--- src/rtl/buzzer_tone_sequencer_pkg.sv ---
// Shared definitions for the buzzer tone sequencer: note word layout,
// FSM state encodings and width helpers for the beat timer.
package buzzer_tone_sequencer_pkg;

    // Width of the duration field at the top of each note word.
    localparam int unsigned DUR_W = 32'd8;

    typedef enum logic [2:0] {
        ST_IDLE   = 3'd0,
        ST_FETCH  = 3'd1,
        ST_LOAD   = 3'd2,
        ST_PLAY   = 3'd3,
        ST_GAP    = 3'd4,
        ST_FINISH = 3'd5
    } state_t;

    // Prescaler width; a divide-by-one still needs a 1-bit register.
    function automatic int unsigned presc_width(input int unsigned beat_div);
        return (beat_div > 32'd1) ? $clog2(beat_div) : 32'd1;
    endfunction

    // Down-counter width: wide enough for a duration or the raw gap count.
    function automatic int unsigned count_width(input int unsigned gap_cyc);
        int unsigned w;
        w = $clog2(gap_cyc + 32'd1);
        return (w > DUR_W) ? w : DUR_W;
    endfunction

endpackage

--- src/rtl/buzzer_tone_sequencer_beat_timer.sv ---
// Prescaled down-counter. In beat mode the count drops once every BEAT_DIV
// cycles; in raw mode it drops every cycle. expire is high during the last
// cycle of the programmed interval so the owner can leave on the next edge.
module buzzer_tone_sequencer_beat_timer
    import buzzer_tone_sequencer_pkg::*;
#(
    parameter int unsigned BEAT_DIV = 32'd50000,
    parameter int unsigned CW       = 32'd8,
    parameter int unsigned PW       = 32'd16
) (
    input  logic          clk,
    input  logic          rst_n,
    input  logic          clear,
    input  logic          load,
    input  logic          raw,
    input  logic [CW-1:0] units,
    output logic          expire
);

    localparam logic [PW-1:0] PRESC_LAST = PW'(BEAT_DIV - 32'd1);

    logic [PW-1:0] presc_r;
    logic [CW-1:0] count_r;
    logic          raw_r;
    logic          tick_s;

    assign tick_s = raw_r || (presc_r == PRESC_LAST);
    assign expire = (count_r == {{(CW-1){1'b0}}, 1'b1}) && tick_s;

    // Prescaler and unit counter; a zero count means the timer is parked.
    always_ff @(posedge clk or negedge rst_n) begin
        if (!rst_n) begin
            presc_r <= {PW{1'b0}};
            count_r <= {CW{1'b0}};
            raw_r   <= 1'b0;
        end else if (clear) begin
            presc_r <= {PW{1'b0}};
            count_r <= {CW{1'b0}};
            raw_r   <= 1'b0;
        end else if (load) begin
            presc_r <= {PW{1'b0}};
            count_r <= units;
            raw_r   <= raw;
        end else if (count_r != {CW{1'b0}}) begin
            if (tick_s) begin
                presc_r <= {PW{1'b0}};
                count_r <= count_r - {{(CW-1){1'b0}}, 1'b1};
            end else begin
                presc_r <= presc_r + {{(PW-1){1'b0}}, 1'b1};
            end
        end else begin
            presc_r <= presc_r;
        end
    end

endmodule

--- src/rtl/buzzer_tone_sequencer.sv ---
// Melody player: fetches note words from a synchronous note memory, drives
// the PWM period/duty pair for each note's duration, inserts a silent gap
// between notes and stops on a zero-duration terminator or the last address.
module buzzer_tone_sequencer
    import buzzer_tone_sequencer_pkg::*;
#(
    parameter int unsigned N        = 32'd16,
    parameter int unsigned AW       = 32'd8,
    parameter int unsigned BEAT_DIV = 32'd50000,
    parameter int unsigned GAP_CYC  = 32'd250000
) (
    input  logic            clk,
    input  logic            rst_n,
    input  logic            start,
    input  logic            stop,
    input  logic [AW-1:0]   base_addr,
    input  logic [N-1:0]    duty_cfg,
    output logic            note_rd,
    output logic [AW-1:0]   note_addr,
    input  logic [N+7:0]    note_data,
    output logic [N-1:0]    pwm_period,
    output logic [N-1:0]    pwm_duty,
    output logic            busy,
    output logic            done
);

    localparam int unsigned CW       = count_width(GAP_CYC);
    localparam int unsigned PW       = presc_width(BEAT_DIV);
    localparam int unsigned DUR_LSB  = N;
    localparam int unsigned DUR_MSB  = N + DUR_W - 32'd1;
    localparam int unsigned FREQ_MSB = N - 32'd1;
    // Period 0 keeps the PWM accumulator at 0, below an all-ones duty: pin low.
    localparam logic [N-1:0]  SILENT_PERIOD = {N{1'b0}};
    localparam logic [N-1:0]  SILENT_DUTY   = {N{1'b1}};
    localparam logic [AW-1:0] ADDR_LAST     = {AW{1'b1}};
    localparam logic          HAS_GAP       = (GAP_CYC != 32'd0);

    state_t          state_r, state_s;
    logic [AW-1:0]   addr_r, addr_s;
    logic [N-1:0]    duty_r, duty_s;
    logic [N-1:0]    period_r, period_s;
    logic [N-1:0]    pwm_duty_r, pwm_duty_s;
    logic            rd_r, rd_s;
    logic            busy_r, busy_s;
    logic            done_r, done_s;
    logic [DUR_W-1:0] dur_s;
    logic [N-1:0]    freq_s;
    logic            tmr_load_s, tmr_raw_s, tmr_clear_s, tmr_expire_s;
    logic [CW-1:0]   tmr_units_s;

    assign dur_s  = note_data[DUR_MSB:DUR_LSB];
    assign freq_s = note_data[FREQ_MSB:0];

    assign note_rd    = rd_r;
    assign note_addr  = addr_r;
    assign pwm_period = period_r;
    assign pwm_duty   = pwm_duty_r;
    assign busy       = busy_r;
    assign done       = done_r;

    buzzer_tone_sequencer_beat_timer #(
        .BEAT_DIV (BEAT_DIV),
        .CW       (CW),
        .PW       (PW)
    ) u_timer (
        .clk    (clk),
        .rst_n  (rst_n),
        .clear  (tmr_clear_s),
        .load   (tmr_load_s),
        .raw    (tmr_raw_s),
        .units  (tmr_units_s),
        .expire (tmr_expire_s)
    );

    // Next state plus next values of every registered output.
    always_comb begin
        state_s     = state_r;
        addr_s      = addr_r;
        duty_s      = duty_r;
        period_s    = period_r;
        pwm_duty_s  = pwm_duty_r;
        rd_s        = 1'b0;
        busy_s      = busy_r;
        done_s      = 1'b0;
        tmr_load_s  = 1'b0;
        tmr_raw_s   = 1'b0;
        tmr_clear_s = 1'b0;
        tmr_units_s = {CW{1'b0}};

        case (state_r)
            ST_IDLE: begin
                if (start && !stop) begin
                    state_s = ST_FETCH;
                    addr_s  = base_addr;
                    duty_s  = duty_cfg;
                    busy_s  = 1'b1;
                    rd_s    = 1'b1;
                end else begin
                    state_s = ST_IDLE;
                end
            end
            ST_FETCH: begin
                state_s = ST_LOAD;
            end
            ST_LOAD: begin
                if (dur_s == {DUR_W{1'b0}}) begin
                    state_s    = ST_FINISH;
                    done_s     = 1'b1;
                    busy_s     = 1'b0;
                    period_s   = SILENT_PERIOD;
                    pwm_duty_s = SILENT_DUTY;
                end else begin
                    state_s     = ST_PLAY;
                    tmr_load_s  = 1'b1;
                    tmr_units_s = CW'(dur_s);
                    if (freq_s != {N{1'b0}}) begin
                        period_s   = freq_s;
                        pwm_duty_s = duty_r;
                    end else begin
                        period_s   = SILENT_PERIOD;
                        pwm_duty_s = SILENT_DUTY;
                    end
                end
            end
            ST_PLAY: begin
                if (tmr_expire_s) begin
                    period_s   = SILENT_PERIOD;
                    pwm_duty_s = SILENT_DUTY;
                    if (HAS_GAP) begin
                        state_s     = ST_GAP;
                        tmr_load_s  = 1'b1;
                        tmr_raw_s   = 1'b1;
                        tmr_units_s = CW'(GAP_CYC);
                    end else if (addr_r == ADDR_LAST) begin
                        state_s = ST_FINISH;
                        done_s  = 1'b1;
                        busy_s  = 1'b0;
                    end else begin
                        state_s = ST_FETCH;
                        addr_s  = addr_r + {{(AW-1){1'b0}}, 1'b1};
                        rd_s    = 1'b1;
                    end
                end else begin
                    state_s = ST_PLAY;
                end
            end
            ST_GAP: begin
                if (!tmr_expire_s) begin
                    state_s = ST_GAP;
                end else if (addr_r == ADDR_LAST) begin
                    state_s = ST_FINISH;
                    done_s  = 1'b1;
                    busy_s  = 1'b0;
                end else begin
                    state_s = ST_FETCH;
                    addr_s  = addr_r + {{(AW-1){1'b0}}, 1'b1};
                    rd_s    = 1'b1;
                end
            end
            ST_FINISH: begin
                state_s = ST_IDLE;
            end
            default: begin
                state_s    = ST_IDLE;
                busy_s     = 1'b0;
                period_s   = SILENT_PERIOD;
                pwm_duty_s = SILENT_DUTY;
            end
        endcase

        // Abort overrides everything outside IDLE; no done pulse on abort.
        if (stop && (state_r != ST_IDLE)) begin
            state_s     = ST_IDLE;
            period_s    = SILENT_PERIOD;
            pwm_duty_s  = SILENT_DUTY;
            busy_s      = 1'b0;
            rd_s        = 1'b0;
            done_s      = 1'b0;
            tmr_load_s  = 1'b0;
            tmr_clear_s = 1'b1;
        end else begin
            tmr_clear_s = 1'b0;
        end
    end

    // State, latched configuration and registered outputs.
    always_ff @(posedge clk or negedge rst_n) begin
        if (!rst_n) begin
            state_r    <= ST_IDLE;
            addr_r     <= {AW{1'b0}};
            duty_r     <= {N{1'b0}};
            period_r   <= SILENT_PERIOD;
            pwm_duty_r <= SILENT_DUTY;
            rd_r       <= 1'b0;
            busy_r     <= 1'b0;
            done_r     <= 1'b0;
        end else begin
            state_r    <= state_s;
            addr_r     <= addr_s;
            duty_r     <= duty_s;
            period_r   <= period_s;
            pwm_duty_r <= pwm_duty_s;
            rd_r       <= rd_s;
            busy_r     <= busy_s;
            done_r     <= done_s;
        end
    end

endmodule
--- config.mk ---
export PLATFORM = sky130hd
export DESIGN_NAME = buzzer_tone_sequencer
export DESIGN_NICKNAME = d
export VERILOG_FILES = /design/src/rtl/buzzer_tone_sequencer_pkg.sv /design/src/rtl/buzzer_tone_sequencer_beat_timer.sv /design/src/rtl/buzzer_tone_sequencer.sv
export SDC_FILE = /design/constraint.sdc
export NUM_CORES = 1
export LEC_CHECK = 0
export CAP_MARGIN = 25
export CORE_MARGIN = 1.5
export CORE_UTILIZATION = 45
export CTS_BUF_LIST = sky130_fd_sc_hd__clkbuf_2 sky130_fd_sc_hd__clkbuf_4 sky130_fd_sc_hd__clkbuf_8
export CTS_CLUSTER_SIZE = 8
export DETAILED_ROUTE_END_ITERATION = 12
export HOLD_SLACK_MARGIN = 0.03
export PLACE_DENSITY = 0.79
export SKIP_CTS_REPAIR_TIMING = 1
export SLEW_MARGIN = 20
export SYNTH_ARGS = -nofsm -noshare
export SYNTH_HDL_FRONTEND = slang
export SYNTH_SLANG_ARGS = --single-unit
--- constraint.sdc ---
create_clock -name clk -period 2.8 [get_ports clk]
set_clock_uncertainty 0.2 [all_clocks]
set_input_delay 0.42 -clock clk [delete_from_list [all_inputs] [get_ports clk]]
set_output_delay 0.42 -clock clk [all_outputs]
set_load 0.05 [all_outputs]
== Yosys cells after proc, flatten, opt, wreduce, memory -nomap -nowiden ==
Cells that the tools add are included.
Storage, ports and cells
  register bits: 97
  input port bits: 52
  output and inout port bits: 43
Cells by class
  $add $sub $neg: 3
  equal/unequal tests: 18
  muxes and demuxes: 56
  reductions and logical operators: 21
Operator list (number)
  16-bit 2-to-1 mux: 12
  16-bit case mux with 3 select lines: 2
  18-bit 2-to-1 mux: 5
  18-bit case mux with 2 select lines: 1
  8-bit 2-to-1 mux: 4
  1-bit 2-to-1 mux: 21
  18-bit by 1-bit equality test with 1-bit output (second input constant): 1
  18-bit nonzero test: 1
  18-bit by 1-bit subtractor with 18-bit output (second input constant): 1
  16-bit by 1-bit adder with 16-bit output (second input constant): 1
  16-bit equality test (second input constant): 1
  8-bit case mux with 2 select lines: 1
  16-bit nonzero test: 1
  3-bit 2-to-1 mux: 5
  3-bit inequality test (second input constant): 5
  3-bit case mux with 5 select lines: 1
  3-bit nonzero test: 3
  8-bit by 1-bit adder with 8-bit output (second input constant): 1
  8-bit equality test (second input constant): 1
  8-bit zero test: 1
  3-bit by 2-bit equality test with 1-bit output (second input constant): 2
  3-bit equality test (second input constant): 2
  2-bit inequality test (second input constant): 3
  1-bit case mux with 2 select lines: 3
  other kinds (13): 19

== Depth between registers and ports, before layout ==
  depth in word-level cells: 8
  gate-level depth with buffers: 10

== Modules after synthesis ==
Synthesis repeated with hierarchy kept, for this count alone.
Unflattened totals
  cell total of the unflattened synthesis: 488
  area total of the unflattened synthesis: 5061.1 µm²
By module, submodules not included
  buzzer_tone_sequencer: instances 1, cells an instance 232, area each 2810.2 µm²
  buzzer_tone_sequencer_beat_timer: instances 1, cells an instance 256, area each 2250.9 µm²

== Worst setup path after synthesis ==
Ideal clock, no wire load.
  path type: reg2reg
  start: reg u_timer.presc_r[10]
  end: reg period_r[0] (netlist: pwm_period[0])
  setup time: 121 ps
  arrival time: 2369 ps
  path slack: 110 ps
  stages on the path, launching flop included: 9
  buffers on the path: 2
  cell sequence: dfrtp_1 or4_4 nor4_4 o2111a_2 o31ai_1 and2_1 buf_6 buf_6 a22o_1
Between the ends
  longest elaborated chain between the ends: 5
RTL lines
  from (decl): RTL line buzzer_tone_sequencer_beat_timer.sv:22  | logic [PW-1:0] presc_r;
  from (signal assigned): RTL line buzzer_tone_sequencer_beat_timer.sv:33  | presc_r <= {PW{1'b0}};
  from (signal assigned): RTL line buzzer_tone_sequencer_beat_timer.sv:37  | presc_r <= {PW{1'b0}};
  from (signal assigned): RTL line buzzer_tone_sequencer_beat_timer.sv:41  | presc_r <= {PW{1'b0}};
  16-bit equality test: RTL line buzzer_tone_sequencer_beat_timer.sv:27  | assign tick_s = raw_r || (presc_r == PRESC_LAST);
  1-bit logical OR: RTL line buzzer_tone_sequencer_beat_timer.sv:27
  1-bit logical AND: RTL line buzzer_tone_sequencer_beat_timer.sv:28  | assign expire = (count_r == {{(CW-1){1'b0}}, 1'b1}) && tick_s;
  3-bit inequality test (no source line)
  2-bit AND reduction (no source line)
  to (signal assigned): RTL line buzzer_tone_sequencer.sv:201  | period_r <= period_s;
  to (decl): RTL line buzzer_tone_sequencer.sv:41  | logic [N-1:0] period_r, period_s;
Every way passes these cells.
A chain may end at the register's enable or synchronous reset.

== Worst setup path after layout ==
  start: reg u_timer.count_r[1]
  end: reg u_timer.presc_r[10]
Between the ends
  longest elaborated chain between the ends: 7
  elaborated cells between the ends (all ways): 9
  those cells by class: eq/ne (1); mux (5); reduce/logical (3)
RTL lines
  from (decl): RTL line buzzer_tone_sequencer_beat_timer.sv:23  | logic [CW-1:0] count_r;
  from (signal assigned): RTL line buzzer_tone_sequencer_beat_timer.sv:34  | count_r <= {CW{1'b0}};
  from (signal assigned): RTL line buzzer_tone_sequencer_beat_timer.sv:38  | count_r <= {CW{1'b0}};
  from (signal assigned): RTL line buzzer_tone_sequencer_beat_timer.sv:42  | count_r <= units;
  18-bit by 1-bit equality test with 1-bit output: RTL line buzzer_tone_sequencer_beat_timer.sv:28
  1-bit logical AND: RTL line buzzer_tone_sequencer_beat_timer.sv:28
  1-bit 2-to-1 mux: RTL line buzzer_tone_sequencer.sv:126  | if (tmr_expire_s) begin
  1-bit case mux with 2 select lines: RTL line buzzer_tone_sequencer.sv:90  | case (state_r)
  1-bit 2-to-1 mux: RTL line buzzer_tone_sequencer.sv:172  | if (stop && (state_r != ST_IDLE)) begin
  16-bit 2-to-1 mux: RTL line buzzer_tone_sequencer_beat_timer.sv:40  | end else if (load) begin
  16-bit 2-to-1 mux: RTL line buzzer_tone_sequencer_beat_timer.sv:36  | end else if (clear) begin
  to (signal assigned): RTL line buzzer_tone_sequencer_beat_timer.sv:37
  to (signal assigned): RTL line buzzer_tone_sequencer_beat_timer.sv:41
  to (signal assigned): RTL line buzzer_tone_sequencer_beat_timer.sv:46  | presc_r <= {PW{1'b0}};
Parallel ways exist; a longest one is shown, timed or not.

==> results.sh <==
export IMPL_critPathMaxStageDelay_ps=500
export IMPL_worstMarginPinSlew_ps=593
export IMPL_synthesis_instances=460
export IMPL_fin_total_pwr_mw=4.65
export IMPL_worstReg2RegEnd="u_timer.presc_r[10]$_DFFE_PN0P_"
export IMPL_drv_cap=0
export IMPL_area_growth_pct=31.1
export IMPL_multi_input_comb_area_mm2=0.00235
export IMPL_cts_max_level=3
export IMPL_hpwlAfterDp_um=9040
export IMPL_rsz0062_at_grt="false"
export IMPL_vias=4199
export IMPL_wire_per_inst_um=16.7
export IMPL_ioPinCount=95
export IMPL_period_share_pct=95.5
export IMPL_cts_max_path_buffers=2
export IMPL_insertion_delay_ps=370
export IMPL_grt_pass1_vias=4289
export IMPL_clkSlewWorstSetupHoldPaths_ps=110
export IMPL_ys_top_cells_by_count="dfrtp_1 (81), nand2_1 (48), nor2_1 (29)"
export IMPL_hold_end="pwm_period[8]$_DFFE_PN0P_"
export IMPL_cts_buffers_inserted=9
export IMPL_critPathKind="register to register"
export IMPL_slew_headroom_pct=60.4
export IMPL_hold_path_class="register to register"
export IMPL_synth_top_cell_area_share_pct=41.1
export IMPL_holdWs_ps=310
export IMPL_viasPerCell=5.78
export IMPL_port_buffers=94
export IMPL_hold_viol=0
export IMPL_finalSetupViolations=0
export IMPL_critPathMaxFanout=10
export IMPL_cts_root_buf="clkbuf_8"
export IMPL_rows=38
export IMPL_synth_ff_type="dfrtp_1"
export IMPL_gp_congestion=0.971
export IMPL_synth_edff_count=0
export IMPL_syn_nets=516
export IMPL_min_period_ps=2680
export IMPL_ant_nets=0
export IMPL_synth_area_mm2=0.00493
export IMPL_critPathLaunchType="register"
export IMPL_placed_cells=707
export IMPL_use_met1_pct=28.1
export IMPL_ys_seq_elements=97
export IMPL_grt_met3_usage_pct=3.57
export IMPL_worstSetupEndpointType="register"
export IMPL_yosysWarningCount=0
export IMPL_required_ps=2850
export IMPL_final_util_pct=60.1
export IMPL_hold_depth=1
export IMPL_drc=0
export IMPL_crit_reg2reg_launch="u_timer.count_r[1]$_DFFE_PN0P_"
export IMPL_busiest_layer="met2"
export IMPL_dieArea_mm2=0.0116
export IMPL_start_util_pct=45.9
export IMPL_crit_chain="inv_1 > ha_1 > or3b_2 > nor3_4 > buf_4 > o21ai_2 > and2_1 > o311ai_0 > nand2_1"
export IMPL_power_density_mw_per_mm2=720
export IMPL_irDropWorstVdd_uv=583
export IMPL_antenna_found_initial=0
export IMPL_synthTopCellsByArea="dfrtp_1 (41%), dfstp_2 (8.5%), a22o_1 (3.9%), mux2_2 (3.7%), nand2_1 (3.7%)"
export IMPL_grt_overflow_total=0
export IMPL_core_mm2=0.0107
export IMPL_seq_area_mm2=0.00245
export IMPL_r2r_setup_slack_ps=120
export IMPL_r2r_cells=9
export IMPL_cp_slowest_cell="or3b_2"
export IMPL_final_nets=637
export IMPL_grt_util_met2_pct=37.9
export IMPL_p_leak_nw=2.61
export IMPL_layout_drive_gt1_share_pct=19.6
export IMPL_setup_slack_ps=125
export IMPL_tritoncts="built"
export IMPL_hold_start="pwm_period[8]$_DFFE_PN0P_"
export IMPL_instances_no_fill=726
export IMPL_totalWireLength_um=12100
export IMPL_cts_sinks=97
export IMPL_arrival_ps=2730
export IMPL_yosys_area_top_type="dfrtp_1"
export IMPL_synth_most_common_cell="dfrtp_1"
export IMPL_die_height_um=108
export IMPL_grt_pass1_wl_um=20700
export IMPL_first_pass_iters=5
export IMPL_drt_iter0_drc=296
export IMPL_grtUsageTotal_pct=22.3
export IMPL_antenna_cells=0
export IMPL_grt_max_degree=54
export IMPL_n_fill_cell=912
export IMPL_syn_mean_instance_area_um2=10.7
export IMPL_status="complete, no violations"
export IMPL_die_x_um=108
export IMPL_drv_slew=0
export IMPL_synth_async_reset_ratio_pct=100
export IMPL_max_freq_mhz=374
export IMPL_synth_seq_area_share_pct=49.6
export IMPL_pre_cts_slack_ps=5.55
export IMPL_yosys_cell_types_count=68
==> sequential cells by signal, summed over array words and instances, names as in the netlist <==
| register | count |
|---|---|
| busy | 1 |
| done | 1 |
| duty_r | 16 |
| note_addr | 8 |
| note_rd | 1 |
| pwm_duty | 16 |
| pwm_period | 16 |
| state_r | 3 |
| u_timer.count_r | 18 |
| u_timer.presc_r | 16 |
| u_timer.raw_r | 1 |
==> per-layer routing <==
| metal | vias up | share of wire [%] |
|---|---|---|
| met5 | - | 0 |
| met4 | 0 | 2.9 |
| met3 | 33 | 4.0 |
| met2 | 123 | 50 |
| met1 | 2073 | 43 |
| li1 | 1970 | - |
==> worst max path at each step <==
stage	endpoint	depth (start not counted)	slack [ps]	from
after floorplan	pwm_period[0]$_DFFE_PN0P_	8	110	u_timer.presc_r[10]$_DFFE_PN0P_
after global placement	u_timer.count_r[14]$_DFFE_PN0P_	8	90	u_timer.presc_r[11]$_DFFE_PN0P_
after detailed placement	u_timer.count_r[3]$_DFFE_PN0P_	7	6	u_timer.presc_r[11]$_DFFE_PN0P_
after CTS	u_timer.count_r[3]$_DFFE_PN0P_	7	-20	u_timer.presc_r[11]$_DFFE_PN0P_
after global routing	pwm_period[5]$_DFFE_PN0P_	8	9	u_timer.presc_r[0]$_DFFE_PN0P_
final	u_timer.presc_r[10]$_DFFE_PN0P_	9	120	u_timer.count_r[1]$_DFFE_PN0P_
==> layout make-up <==
| cell class | count | share of cell area [%] |
|---|---|---|
| clock buffers | 9 | 1.92 |
| flip-flops and latches | 97 | 37.9 |
| multi-input cells | 332 | 36.4 |
| clock inverters | 7 | 1.26 |
| repair buffers | 132 | 19.4 |
| well taps | 140 | 2.71 |
| inverters | 9 | 0.523 |
==> cells in the final DEF, fill, tap and decap left out, drive strengths merged, types with 13 or more instances in the layout <==
master	synthesis	layout
o21ai	24	24
mux2	16	16
a22o	22	22
clkdlybuf4s50	0	93
nor2	30	30
inv	9	13
dfstp	16	16
nor4	14	14
o22a	16	16
buf	11	38
a21oi	24	24
dfrtp	81	81
nand2	48	48
xnor2	13	13
nand3	15	15
==> stage by stage <==
step	instance area, um^2	TNS (ps)
4_1_cts	6420	-16.7
3_5_place_dp	6220	0
3_3_place_gp	6220	0
6_report	6460	0
2_1_floorplan	4930	0
5_1_grt	6460	0
==> where the power goes <==
group / internal (mW) / switching, mW / leakage, nW
registers: 1.68 / 0.224 / 1.22
clock network: 0.359 / 0.563 / 0.104
logic: 0.741 / 1.09 / 1.29
==> logic make-up after synthesis <==
logic type	synth area share, %
and+or+nand+nor	18.1
muxes	4.06
DFF	49.6
buffers and inverters	3.02
xor gates and xnor gates	2.31
AOI/OAI and AO/OA	21.8
adders and majority gates	1.02
==> worst max-delay path: cells and delay by family, from the launching register on <==
family                   cells  cell delay, ps
buffers and inverters        2             270
adder cells (fa/ha/maj)      1             160
AND/OR/NAND/NOR              4            1040
flip-flops                   1             410
AO/OA/AOI/OAI                2             480
Power figures use the tool's default switching activity.
